===== src/rtl/niosii_system_avm_read_port.sv =====
// Single-word Avalon read helper: accept detect, READ_LATENCY data-valid pipeline, stall timeout.
// Pulses are combinational from the read strobe; stalls only advance the timeout counter.
module niosii_system_avm_read_port #(
  parameter int READ_LATENCY   = 0,
  parameter int TIMEOUT_CYCLES = 255
) (
  input  logic clock,
  input  logic reset_n,
  input  logic rd_active,
  input  logic avm_waitrequest,
  output logic accept,
  output logic data_vld,
  output logic timeout
);

  localparam logic [15:0] TO_LIMIT = 16'(TIMEOUT_CYCLES);

  logic [15:0] stall_cnt;
  logic        stalled;

  assign stalled = rd_active & avm_waitrequest;
  assign accept  = rd_active & ~avm_waitrequest;
  // Abort on the stalled cycle that brings the count up to the limit.
  assign timeout = stalled & ((stall_cnt + 16'd1) == TO_LIMIT);

  always_ff @(posedge clock or negedge reset_n) begin
    if (!reset_n) begin
      stall_cnt <= '0;
    end else if (!stalled || timeout) begin
      stall_cnt <= '0;
    end else begin
      stall_cnt <= stall_cnt + 16'd1;
    end
  end

  generate
    if (READ_LATENCY == 0) begin : g_lat0
      assign data_vld = accept;
    end else if (READ_LATENCY == 1) begin : g_lat1
      logic vld_q;
      always_ff @(posedge clock or negedge reset_n) begin
        if (!reset_n) vld_q <= 1'b0;
        else          vld_q <= accept;
      end
      assign data_vld = vld_q;
    end else begin : g_latn
      logic [READ_LATENCY-1:0] vld_sr;
      always_ff @(posedge clock or negedge reset_n) begin
        if (!reset_n) vld_sr <= '0;
        else          vld_sr <= {vld_sr[READ_LATENCY-2:0], accept};
      end
      assign data_vld = vld_sr[READ_LATENCY-1];
    end
  endgenerate

endmodule


===== config.mk =====
export PLATFORM = sky130hd
export DESIGN_NAME = niosii_system_avm_read_port
export DESIGN_NICKNAME = d
export VERILOG_FILES = /design/src/rtl/niosii_system_avm_read_port.sv
export SDC_FILE = /design/constraint.sdc
export NUM_CORES = 1
export LEC_CHECK = 0
export ABC_AREA = 1
export BUFFER_PORTS_ARGS = -buffer_cell sky130_fd_sc_hd__buf_2
export CAP_MARGIN = 20
export CORE_UTILIZATION = 40
export DETAILED_ROUTE_END_ITERATION = 10
export HOLD_SLACK_MARGIN = 0.02
export PLACE_DENSITY_LB_ADDON = 0.25
export SETUP_SLACK_MARGIN = 0.05
export SYNTH_ARGS = -nofsm -noshare
export SYNTH_HDL_FRONTEND = slang
export SYNTH_SLANG_ARGS = --single-unit

===== constraint.sdc =====
create_clock -name clock -period 2.05 [get_ports clock]
set_input_delay 0.1025 -clock clock [delete_from_list [all_inputs] [get_ports clock]]
set_output_delay 0.1025 -clock clock [all_outputs]
set_load 0.01 [all_outputs]

==> results by group, run 1 <==
Floorplan
  – Die X: 54.8 um
  – Chip Height: around 55 um
  – I/O Pins: 7
  – Core Rows: 18
  – Die Area: approximately 0.0030 sq mm
  – Initial Util: 43.5%
  – Core Area: around 0.0026 sq mm

Finish
  – Final instance area: about 0.0013 sq mm
  – Inserted Diodes: 0
  – Fin nets: ~170
  – Biggest regs: stall_cnt: 16 flops
  – Most flop-heavy register: stall_cnt
  – Layout cells sized above 1: around 34%
  – Area Growth Syn to Fin: 16.5%
  – Number of flip-flops in the largest register: 16

STA
  – Worst-margin pin slew: roughly 0.38 ns
  – Final TNS setup: 0 ns
  – Final Skew: about 0.0062 ns
  – Hold WS: about 0.24 ns
  – Crit share post-route: 97.5%
  – Final-report setup violation count: 0
  – RSZ-0062 raised after global routing: true
  – Slew margin rel.: around three quarters
  – F_max: approximately 500 MHz
  – Max Slew Vio Count: 0
  – Tmin final: around 2.0 ns
  – Fin. Hold Viols: 0
  – PnR worst setup slack: between 0.05 and 0.06 ns

CTS
  – Clk slew on worst S/H paths: ~0.1 ns
  – H-tree depth: 1
  – Clock Latency Late Sink: between 0.2 and 0.3 ns
  – Clock Sinks: 16
  – Clock buffer depth: 2
  – Clock root buffer: clkbuf_4
  – TritonCTS clock tree: done
  – Cts bufs inserted: 3

Synthesis
  – Mean area per synthesized cell: between 7 and 8 sq um
  – Synth unique cells: 21
  – Synth top area share: between 30% and 40%
  – Post-synth EDFFs: 0
  – Synth Area in Adders: under 10%
  – Seq/Total Area, Yosys: around 36%
  – FFs w/ async S/R, synth: 100%
  – YS warnings: 0
  – Post-Synth XOR/XNOR Area: 3.03%
  – Largest family of logic cells by synthesized area: simple AND/OR/NAND/NOR gates
  – Mapped Cells: between 100 and 150
  – Primary FF master, synth: dfrtp_1
  – Compound-Gate Fraction of Synth Area: less than 1%
  – Mapped cell area: about 0.0011 sq mm
  – Most frequent cell after synthesis: nand2_1
  – Net Count, Synth: 150
  – Seq cells post-synth: 16
  – Simple-Gate Fraction of Synth Area: ~47%
  – Post-synthesis mux area share: 0%
  – Synth top area cells: dfrtp_1, nand2_1, inv_1
  – Area leader, netlist: dfrtp_1
  – Synth cell count leaders: nand2_1, inv_1, nor2_1

Setup path
  – Largest fanout on the critical path: 3
  – Delay-heaviest family, CP: simple AND/OR/NAND/NOR gates
  – CP Cell Sequence: buf_4 -> nand3_4 -> nor2_4 -> nand3_1 -> nand2_1 -> nand2_1 -> nor2_1 -> nand2_1 -> nor2_2 -> nand2_2 -> nor2_1 -> buf_2
  – Crit path arrival time: roughly 1.9 ns
  – Crit start category: register
  – CP max stage cell: dfrtp_1
  – Crit path kind: reg -> out
  – Slowest stage delay, CP: ~0.41 ns
  – Worst Setup End Kind: output port
  – CP bufs+invs: 2
  – Top cell by count, worst path: nand2_1
  – Reg2reg setup slack: 0.17 ns
  – CP required: roughly 2.0 ns

Place
  – Placed cell area: 0.00116 sq mm
  – Number of I/O port buffers: 6
  – Pre-CTS setup slack: between 0.1 and 0.15 ns
  – HPWL after detailed placement: 1660 um
  – Final GP Congestion: around 0.8

GRT
  – Tot GR Track Use: around 18%
  – Pin count of the biggest net entering global routing: 17
  – First-pass GRT wire length: approximately 3800 um
  – Initial antenna violation count: 0
  – Total gr overflow: 0
  – Number of global-route vias before repair: between 800 and 900

Drt
  – Post-DRT Antenna Nets: 0
  – DR WL/cell: between 10 and 15 um
  – DRC: 0
  – Drt pass-1 iters: 4
  – Post-Route WL: about 2300 um
  – Vias per std cell: approximately 4.9
  – Drt initial violations: 30
  – DR vias: approximately 920

Power and ir drop
  – Sw power: ~0.14 mW
  – Clk network pwr share: a little under two fifths
  – Leakage: about 0.6 nW
  – Switching part of the total: approximately a quarter
  – Power Dens Cells: around 440 mW/mm^2
  – Overall power: between 0.5 and 0.6 mW
  – Sequential share of power: 55.6%
  – Logic pwr share: approximately 6.5%
  – Internal: about 0.44 mW
  – Maximum VDD drop: approximately 0.00038 V

Status
  – Status: completed

Worst hold path
  – Class of the worst hold path: in -> async

Job
  – Max Cap Viol: 0
power groups by stage:
stage / logic, mW / registers, mW / clock network [mW]
global route: 0.0416 / 0.320 / 0.232
finish: 0.0376 / 0.319 / 0.217
global placement: 0.0274 / 0.325 / 0
floorplan: 0.0203 / 0.325 / 0
CTS: 0.0337 / 0.319 / 0.221
detailed placement: 0.0277 / 0.325 / 0
worst register-to-register path, stage by stage (launching register included):
cell and delay, ns:
dfrtp_1 0.41, buf_4 0.16, nand3_4 0.13, nor2_4 0.14, nand3_1 0.08, nand2_1 0.06, nand2_1 0.06, nor2_1 0.12
nand2_1 0.08, nor2_2 0.09, nand2_2 0.06, buf_4 0.16, nand2_4 0.18, nor2_2 0.05
layout make-up:
type,count,area [sq um]
fill,255,1270
multi-input combinational,102,654
sequential,16,403
inverter,25,98.8
timing repair buffer,11,70.1
tap,30,37.5
clock buffer,4,36.3
logic make-up after synthesis:
kind of cell / Yosys count
xor gates and xnor gates: 3
adders and majority gates: 2
and+or+nand+nor: 95
DFF: 16
buffers and inverters: 27
AOI/OAI and AO/OA: 1
repair_timing:
item                                    CTS  global route
resized for setup                         8             5
endpoints found under the hold margin    16             0
hold buffers                              1             0
endpoints found under the setup margin    1            16
cloned                                    0             1
buffers inserted                          4             0
pin swaps                                 4             2
metal layers:
metal	up-vias	global-route usage, %	part of all wire [%]
li1	466	-	-
met1	430	25.0	47
met2	21	29.5	49
met3	4	2.50	3.1
met4	0	6.41	1.3
met5	-	0	0
per-stage QoR:
stage,std cells,util [%]
final,188,50.6
after floorplan,144,-
after global routing,188,50.6
after global placement,178,45.0
after CTS,187,49.6
after detailed placement,178,45.0
path summary, 6_finish.rpt:
check                                        start                       to  cells after the start
max                         stall_cnt[0]$_DFF_PN0_                  timeout                     12
min                                        reset_n  stall_cnt[10]$_DFF_PN0_                      2
max reg2reg                 stall_cnt[0]$_DFF_PN0_   stall_cnt[7]$_DFF_PN0_                     13
min reg2reg                stall_cnt[15]$_DFF_PN0_  stall_cnt[15]$_DFF_PN0_                      3
max in group asynchronous                  reset_n   stall_cnt[3]$_DFF_PN0_                      2
min in group clock                 avm_waitrequest  stall_cnt[11]$_DFF_PN0_                      5
layout by cell type (no fill, tap or decap), types with 2 or more instances in the layout:
cell | Yosys | routed
nand2_2 | 6 | 7
dfrtp_1 | 16 | 14
dfrtp_2 | 0 | 2
nand3_1 | 9 | 9
buf_4 | 1 | 4
nand2_4 | 3 | 3
inv_1 | 23 | 23
nand2_1 | 32 | 31
nor2_1 | 19 | 17
clkbuf_4 | 0 | 3
buf_2 | 0 | 6
nor2_2 | 10 | 11
nand3_4 | 0 | 2
nor2_4 | 7 | 8
nand4_1 | 5 | 5
No activity file was read; power rests on OpenSTA's default activity.
==> run 2, diff against run 1 <==
ABC_AREA = default   (was 1)
==> run 2 against run 1 <==
Via count fell by 14%. Largest power group unchanged. The flow now finishes with violations (setup timing). Critical endpoint unchanged. Global-route usage rose by 1.2 points. Area after synthesis fell by 17%. Critical path type unchanged. Sequential share of layout area rose by 1.9 points. Routed wire length fell by 4.5%. Highest routed layer unchanged.
==> results by group, run 2 <==
CTS
  – Clock Latency Late Sink: 0.29 ns
  – Cts bufs inserted: 3
  – Clock Sinks: 16
  – TritonCTS clock tree: done
  – Clock buffer depth: 2
  – Clk slew on worst S/H paths: 0.10 ns
  – H-tree depth: 1
  – Clock root buffer: clkbuf_4

STA
  – Final Skew: 0.0147 ns
  – Crit share post-route: 116%
  – Final-report setup violation count: 9
  – Max Slew Vio Count: 0
  – Tmin final: between 2 and 2.5 ns
  – Slew margin rel.: 58.4%
  – Worst-margin pin slew: around 0.62 ns
  – PnR worst setup slack: -0.329 ns
  – RSZ-0062 raised after global routing: true
  – F_max: between 400 and 500 MHz
  – Fin. Hold Viols: 0

Drt
  – Post-DRT Antenna Nets: 0
  – Drt initial violations: 7
  – DRC: 0
  – Drt pass-1 iters: 4
  – DR WL/cell: around 14 um
  – DR vias: ~790
  – Vias per std cell: 5.12
  – Post-Route WL: ~2200 um

Setup path
  – Crit path arrival time: 2.28 ns
  – Top cell by count, worst path: buf_4
  – CP Cell Sequence: buf_4 -> buf_4 -> inv_1 -> ha_2 -> nand4_1 -> a211o_1 -> a2111oi_4 -> nor2b_4 -> buf_6
  – CP required: between 1.5 and 2 ns
  – Worst Setup End Kind: output port
  – Largest fanout on the critical path: 3
  – Crit start category: register
  – Launch point of the worst path: stall_cnt[0]$_DFF_PN0_
  – CP max stage cell: dfrtp_2
  – Crit path kind: reg -> out
  – Worst R2R Start: stall_cnt[0]$_DFF_PN0_
  – Slowest stage delay, CP: between 0.4 and 0.5 ns

Finish
  – Area of the multi-input gates: about 560 sq um
  – Final Core Density: a little under three fifths
  – Register area: 405 sq um
  – Fin nets: 133
  – Number of flip-flops in the largest register: 16
  – Biggest regs: stall_cnt: 16 flops
  – Layout cells sized above 1: around a third
  – Most frequent cells in the layout: buf_4, dfrtp_1, nor2_1, nor3_1, xnor2_1
  – Cell Count, Final, Fillers Out: roughly 150
  – Commonest non-fill, non-tap cell in the layout: buf_4
  – Area Growth Syn to Fin: 33.4%
  – Final instance area: between 0.001 and 0.0015 sq mm
  – Inserted Diodes: 0
  – Fillers: ~190
  – Most flop-heavy register: stall_cnt

Floorplan
  – Initial Util: between 40% and 50%
  – Die Area: between 0.002 and 0.003 sq mm
  – Core Rows: 17
  – I/O Pins: 7
  – Die X: roughly 50 um
  – Chip Height: between 50 and 60 um
  – Core Area: 0.00219 sq mm

Synthesis
  – Synth top area cells: dfrtp_1, xnor2_1, nor3_1
  – Primary FF master, synth: dfrtp_1
  – Net Count, Synth: approximately 100
  – Seq/Total Area, Yosys: between 40% and 50%
  – Synth cell count leaders: dfrtp_1, nor2_1, nor3_1
  – Most frequent cell after synthesis: dfrtp_1
  – Seq cells post-synth: 16
  – Area leader, netlist: dfrtp_1
  – Synth top area share: 43.3%
  – YS warnings: 0
  – Mapped Cells: 98
  – Mapped cell area: ~900 sq um
  – FFs w/ async S/R, synth: between 90% and 100%
  – Post-synth EDFFs: 0
  – Mean area per synthesized cell: ~9.4 sq um
  – Synth unique cells: 26

GRT
  – Total gr overflow: 0
  – Tot GR Track Use: 19.6%
  – First-pass GRT wire length: 3640 um
  – Pin count of the biggest net entering global routing: 18
  – Number of global-route vias before repair: a little under 800
  – Initial antenna violation count: 0

Place
  – HPWL after detailed placement: ~1500 um
  – Placed cell area: between 0.001 and 0.0015 sq mm
  – Final GP Congestion: around 0.81
  – Pre-CTS setup slack: -0.0369 ns
  – Inst Count DP: ~140
  – Number of I/O port buffers: 6

Worst hold path
  – Class of the worst hold path: in -> async

Status
  – Status: finished with violations
  – Failing checks: setup timing

Job
  – Max Cap Viol: 0

Power and ir drop
  – Leakage: 0.472 nW
  – Power Dens Cells: ~430 mW/mm^2
  – Maximum VDD drop: around 0.00033 V
-- run 2: cell count changes after synthesis, sizes merged, moves of 2 or more --
cell,previous run,this run
xnor2,1,9
inv,25,4
o21ai,0,2
nor2,37,12
xor2,2,5
nor3,0,10
or3,0,3
clkbuf,0,2
nor2b,0,2
a21oi,0,2
nand2,41,6
nor4,0,3
nand3,11,7
-- run 2: logic make-up (layout without fill, tap and decap cells) --
logic type / count (synthesis) / in the layout / synth area share [%]
xor gates and xnor gates: 14 / 14 / 13.3
DFF: 16 / 16 / 43.3
AOI/OAI and AO/OA: 7 / 7 / 6.90
buffers and inverters: 7 / 35 / 3.25
muxes: 1 / 1 / 1.08
and+or+nand+nor: 51 / 51 / 29.5
adders and majority gates: 2 / 2 / 2.71
-- run 2: critical path, delay by kind of cell, from the launching register on --
family                   cells  cell delay, ns
buffers and inverters        4            0.43
adder cells (fa/ha/maj)      1            0.16
AND/OR/NAND/NOR              2            0.32
AO/OA/AOI/OAI                2            0.63
flip-flops                   1            0.44
-- run 2: area by class of cell --
class	instances	area share [%]
timing repair buffer	27	15.9
clock buffer	4	2.13
multi-input combinational	75	45.0
tap	28	2.84
inverter	4	1.22
sequential	16	32.9
-- run 2: what timing repair did --
item / 4_1_cts / 5_1_grt
gates resized for setup: 8 / 3
hold endpoints to repair: 16 / 0
hold buffers: 1 / 0
pin swaps: 3 / 5
endpoints found under the setup margin: 9 / 9
setup buffers: 8 / 0
-- run 2: where the power goes --
group	switching [mW]	internal [mW]	leakage [nW]
Combinational	0.0206	0.0139	0.241
Sequential	0.00208	0.317	0.216
Clock	0.100	0.0755	0.0150
-- run 2: metal layers --
| layer | GRT usage [%] | routed length [um] | vias up |
|---|---|---|---|
| met5 | 0 | 0 | - |
| met4 | 4.29 | 12 | 0 |
| met3 | 3.70 | 48 | 2 |
| met2 | 35.3 | 1150 | 12 |
| met1 | 23.7 | 989 | 377 |
| li1 | - | - | 397 |
-- run 2: path summary, 6_finish.rpt --
kind                       depth (start not counted)  slack [ns]                      end
min in group clock                                 3        0.46                   accept
min                                                2        0.24   stall_cnt[7]$_DFF_PN0_
min reg2reg                                        2        0.57  stall_cnt[15]$_DFF_PN0_
max                                                9       -0.33                  timeout
max reg2reg                                        9       -0.05   stall_cnt[6]$_DFF_PN0_
max in group asynchronous                          2        1.53   stall_cnt[3]$_DFF_PN0_
-- run 2: stage by stage --
step                hold WS, ns  setup TNS [ns]  power [mW]
floorplan                -0.193          -0.117       0.339
global placement         0.0362               0       0.354
detailed placement       0.0365          -0.188       0.354
CTS                       0.249          -0.305       0.536
global route              0.278           -1.26       0.553
finish                    0.242          -0.649       0.530
==> run 3, diff against run 2 <==
REMOVE_ABC_BUFFERS = 1   (was default)
==> run 3 against run 2 <==
The flow still finishes with violations (setup timing). Via count decreased by 3.2%. First-iteration DRC count increased by 86%. Clock skew decreased by 0.012 ns. Fmax decreased by 0.69%. Register-to-register slack about the same. Die area unchanged. Sequential share of layout area increased by 0.72 points. Utilization decreased by 1.9 points. Cell count decreased by 1.9%. Critical endpoint unchanged. Largest cell class unchanged. Highest routed layer unchanged.
==> results by group, run 3 (synthesized netlist as in run 2, its figures left out) <==
Setup path
  – Delay-heaviest family, CP: compound AO/OA/AOI/OAI gates
  – CP Cell Sequence: buf_4 -> nand3_4 -> or3_1 -> a211o_1 -> a2111oi_4 -> nor2b_1 -> buf_2
  – Largest fanout on the critical path: 5
  – CP max stage cell: dfrtp_1
  – Crit path kind: reg -> out
  – Worst R2R Start: stall_cnt[1]$_DFF_PN0_
  – Slowest stage delay, CP: 0.40 ns
  – CP bufs+invs: 2
  – Crit path arrival time: between 2 and 2.5 ns
  – Worst Setup End Kind: output port
  – Crit start category: register
  – Worst Reg-to-Reg Cells: 7
  – Reg-to-Reg End: stall_cnt[6]$_DFF_PN0_
  – Reg2reg setup slack: -0.06 ns
  – CP required: between 1.5 and 2 ns

STA
  – Slew margin rel.: between 50% and 60%
  – Final TNS setup: -0.721 ns
  – Crit share post-route: 117%
  – PnR worst setup slack: -0.345 ns
  – F_max: roughly 420 MHz
  – Tmin final: about 2.4 ns
  – Fin. Hold Viols: 0
  – Final Skew: 0.00263 ns
  – Worst-margin pin slew: roughly 0.60 ns
  – Final-report setup violation count: 9
  – Max Slew Vio Count: 0
  – RSZ-0062 raised after global routing: true

GRT
  – Pin count of the biggest net entering global routing: 18
  – Number of global-route vias before repair: slightly below 800
  – Initial antenna violation count: 0
  – Total gr overflow: 0
  – Tot GR Track Use: 18.9%
  – First-pass GRT wire length: 3530 um

Floorplan
  – Core Rows: 17
  – Die X: 50.1 um
  – Initial Util: 42.2%
  – Chip Height: between 50 and 60 um
  – Core Area: 0.00219 sq mm
  – Die Area: about 0.0025 sq mm
  – I/O Pins: 7

Finish
  – Most flop-heavy register: stall_cnt
  – Most frequent cells in the layout: buf_4, dfrtp_1, nor2_1, nor3_1, xnor2_1
  – Biggest regs: stall_cnt: 16 flops
  – Final Core Density: 54.4%
  – Cell Count, Final, Fillers Out: about 150
  – Fin nets: 130
  – Area Growth Syn to Fin: 29.0%
  – Layout cells sized above 1: between 20% and 30%
  – Number of flip-flops in the largest register: 16
  – Inserted Diodes: 0

Drt
  – Vias per std cell: approximately 5
  – DRC: 0
  – DR vias: about 760
  – Drt initial violations: 13
  – Post-DRT Antenna Nets: 0
  – Drt pass-1 iters: 4
  – Post-Route WL: between 2000 and 2500 um
  – DR WL/cell: around 13 um

Place
  – Number of I/O port buffers: 6
  – Final GP Congestion: 0.827
  – HPWL after detailed placement: around 1400 um
  – Inst Count DP: about 140

Power and ir drop
  – Power Dens Cells: around 470 mW/mm^2
  – Sw power: 0.119 mW
  – Leakage: 0.469 nW
  – Clk network pwr share: 36.9%
  – Switching part of the total: about 21%
  – Maximum VDD drop: 0.000387 V
  – Internal: approximately 0.44 mW
  – Sequential share of power: 57.5%
  – Logic pwr share: under 10%

CTS
  – Clock Sinks: 16
  – Clk slew on worst S/H paths: ~0.09 ns
  – H-tree depth: 1
  – Clock Latency Late Sink: around 0.28 ns
  – Clock buffer depth: 2
  – TritonCTS clock tree: done
  – Cts bufs inserted: 3
  – Clock root buffer: clkbuf_4

Job
  – Max Cap Viol: 0

Worst hold path
  – Class of the worst hold path: in -> async

Status
  – Status: finished with violations
  – Failing checks: setup timing
## run 3: worst max path at each step
| stage | startpoint | to | slack (ns) | cells after the start |
|---|---|---|---|---|
| 2_1_floorplan | stall_cnt[0]$_DFF_PN0_ | timeout | -0.20 | 6 |
| 3_3_place_gp | stall_cnt[0]$_DFF_PN0_ | timeout | -0.001 | 7 |
| 3_5_place_dp | stall_cnt[0]$_DFF_PN0_ | stall_cnt[6]$_DFF_PN0_ | -0.04 | 6 |
| 4_1_cts | stall_cnt[0]$_DFF_PN0_ | timeout | -0.33 | 7 |
| 5_1_grt | stall_cnt[0]$_DFF_PN0_ | timeout | -0.44 | 7 |
| 6_report | stall_cnt[1]$_DFF_PN0_ | timeout | -0.35 | 7 |
## run 3: final cells by class
class	count	area [sq um]
Sequential cell	16	400
Inverter	4	15.0
Multi-Input combinational cell	75	534
Timing Repair Buffer	24	171
Tap cell	28	35.0
Fill cell	214	998
Clock buffer	4	36.3
## run 3: worst register-to-register path: stages (launching register included)
cell	delay, ns
dfrtp_1	0.40
buf_4	0.16
nand3_4	0.10
or3_1	0.32
a211o_1	0.35
a2111oi_4	0.35
buf_4	0.22
nor3_1	0.06
## run 3: metrics by stage
stage	instance area [sq um]	power, mW	hold slack [ns]	setup WS (ns)
after floorplan	910	0.335	-0.193	-0.197
final	1190	0.555	0.258	-0.345
after detailed placement	1090	0.353	0.0383	-0.0442
after CTS	1160	0.564	0.268	-0.327
after global routing	1190	0.577	0.289	-0.442
after global placement	1090	0.352	0.0313	-0.00110
## run 3: metal layers
metal | part of all wire [%] | vias up | routed length, um | GRT usage [%]
li1 | - | 392 | - | -
met1 | 49 | 356 | 991 | 25.0
met2 | 47 | 9 | 966 | 28.7
met3 | 1.7 | 6 | 34 | 2.47
met4 | 2.1 | 0 | 43 | 11.9
met5 | 0 | - | 0 | 0
## run 3: power by group through the flow
stage | registers [mW] | logic (mW) | clock network, mW
2_1_floorplan | 0.326 | 0.00904 | 0
3_3_place_gp | 0.324 | 0.0273 | 0
3_5_place_dp | 0.325 | 0.0280 | 0
4_1_cts | 0.318 | 0.0299 | 0.215
5_1_grt | 0.320 | 0.0345 | 0.223
6_report | 0.319 | 0.0311 | 0.205
## run 3: timing repair
item	in CTS	in global routing
setup buffers	2	0
pin swaps	4	1
hold buffers	1	0
gates resized for setup	5	5
hold endpoints to repair	16	0
endpoints found under the setup margin	9	9
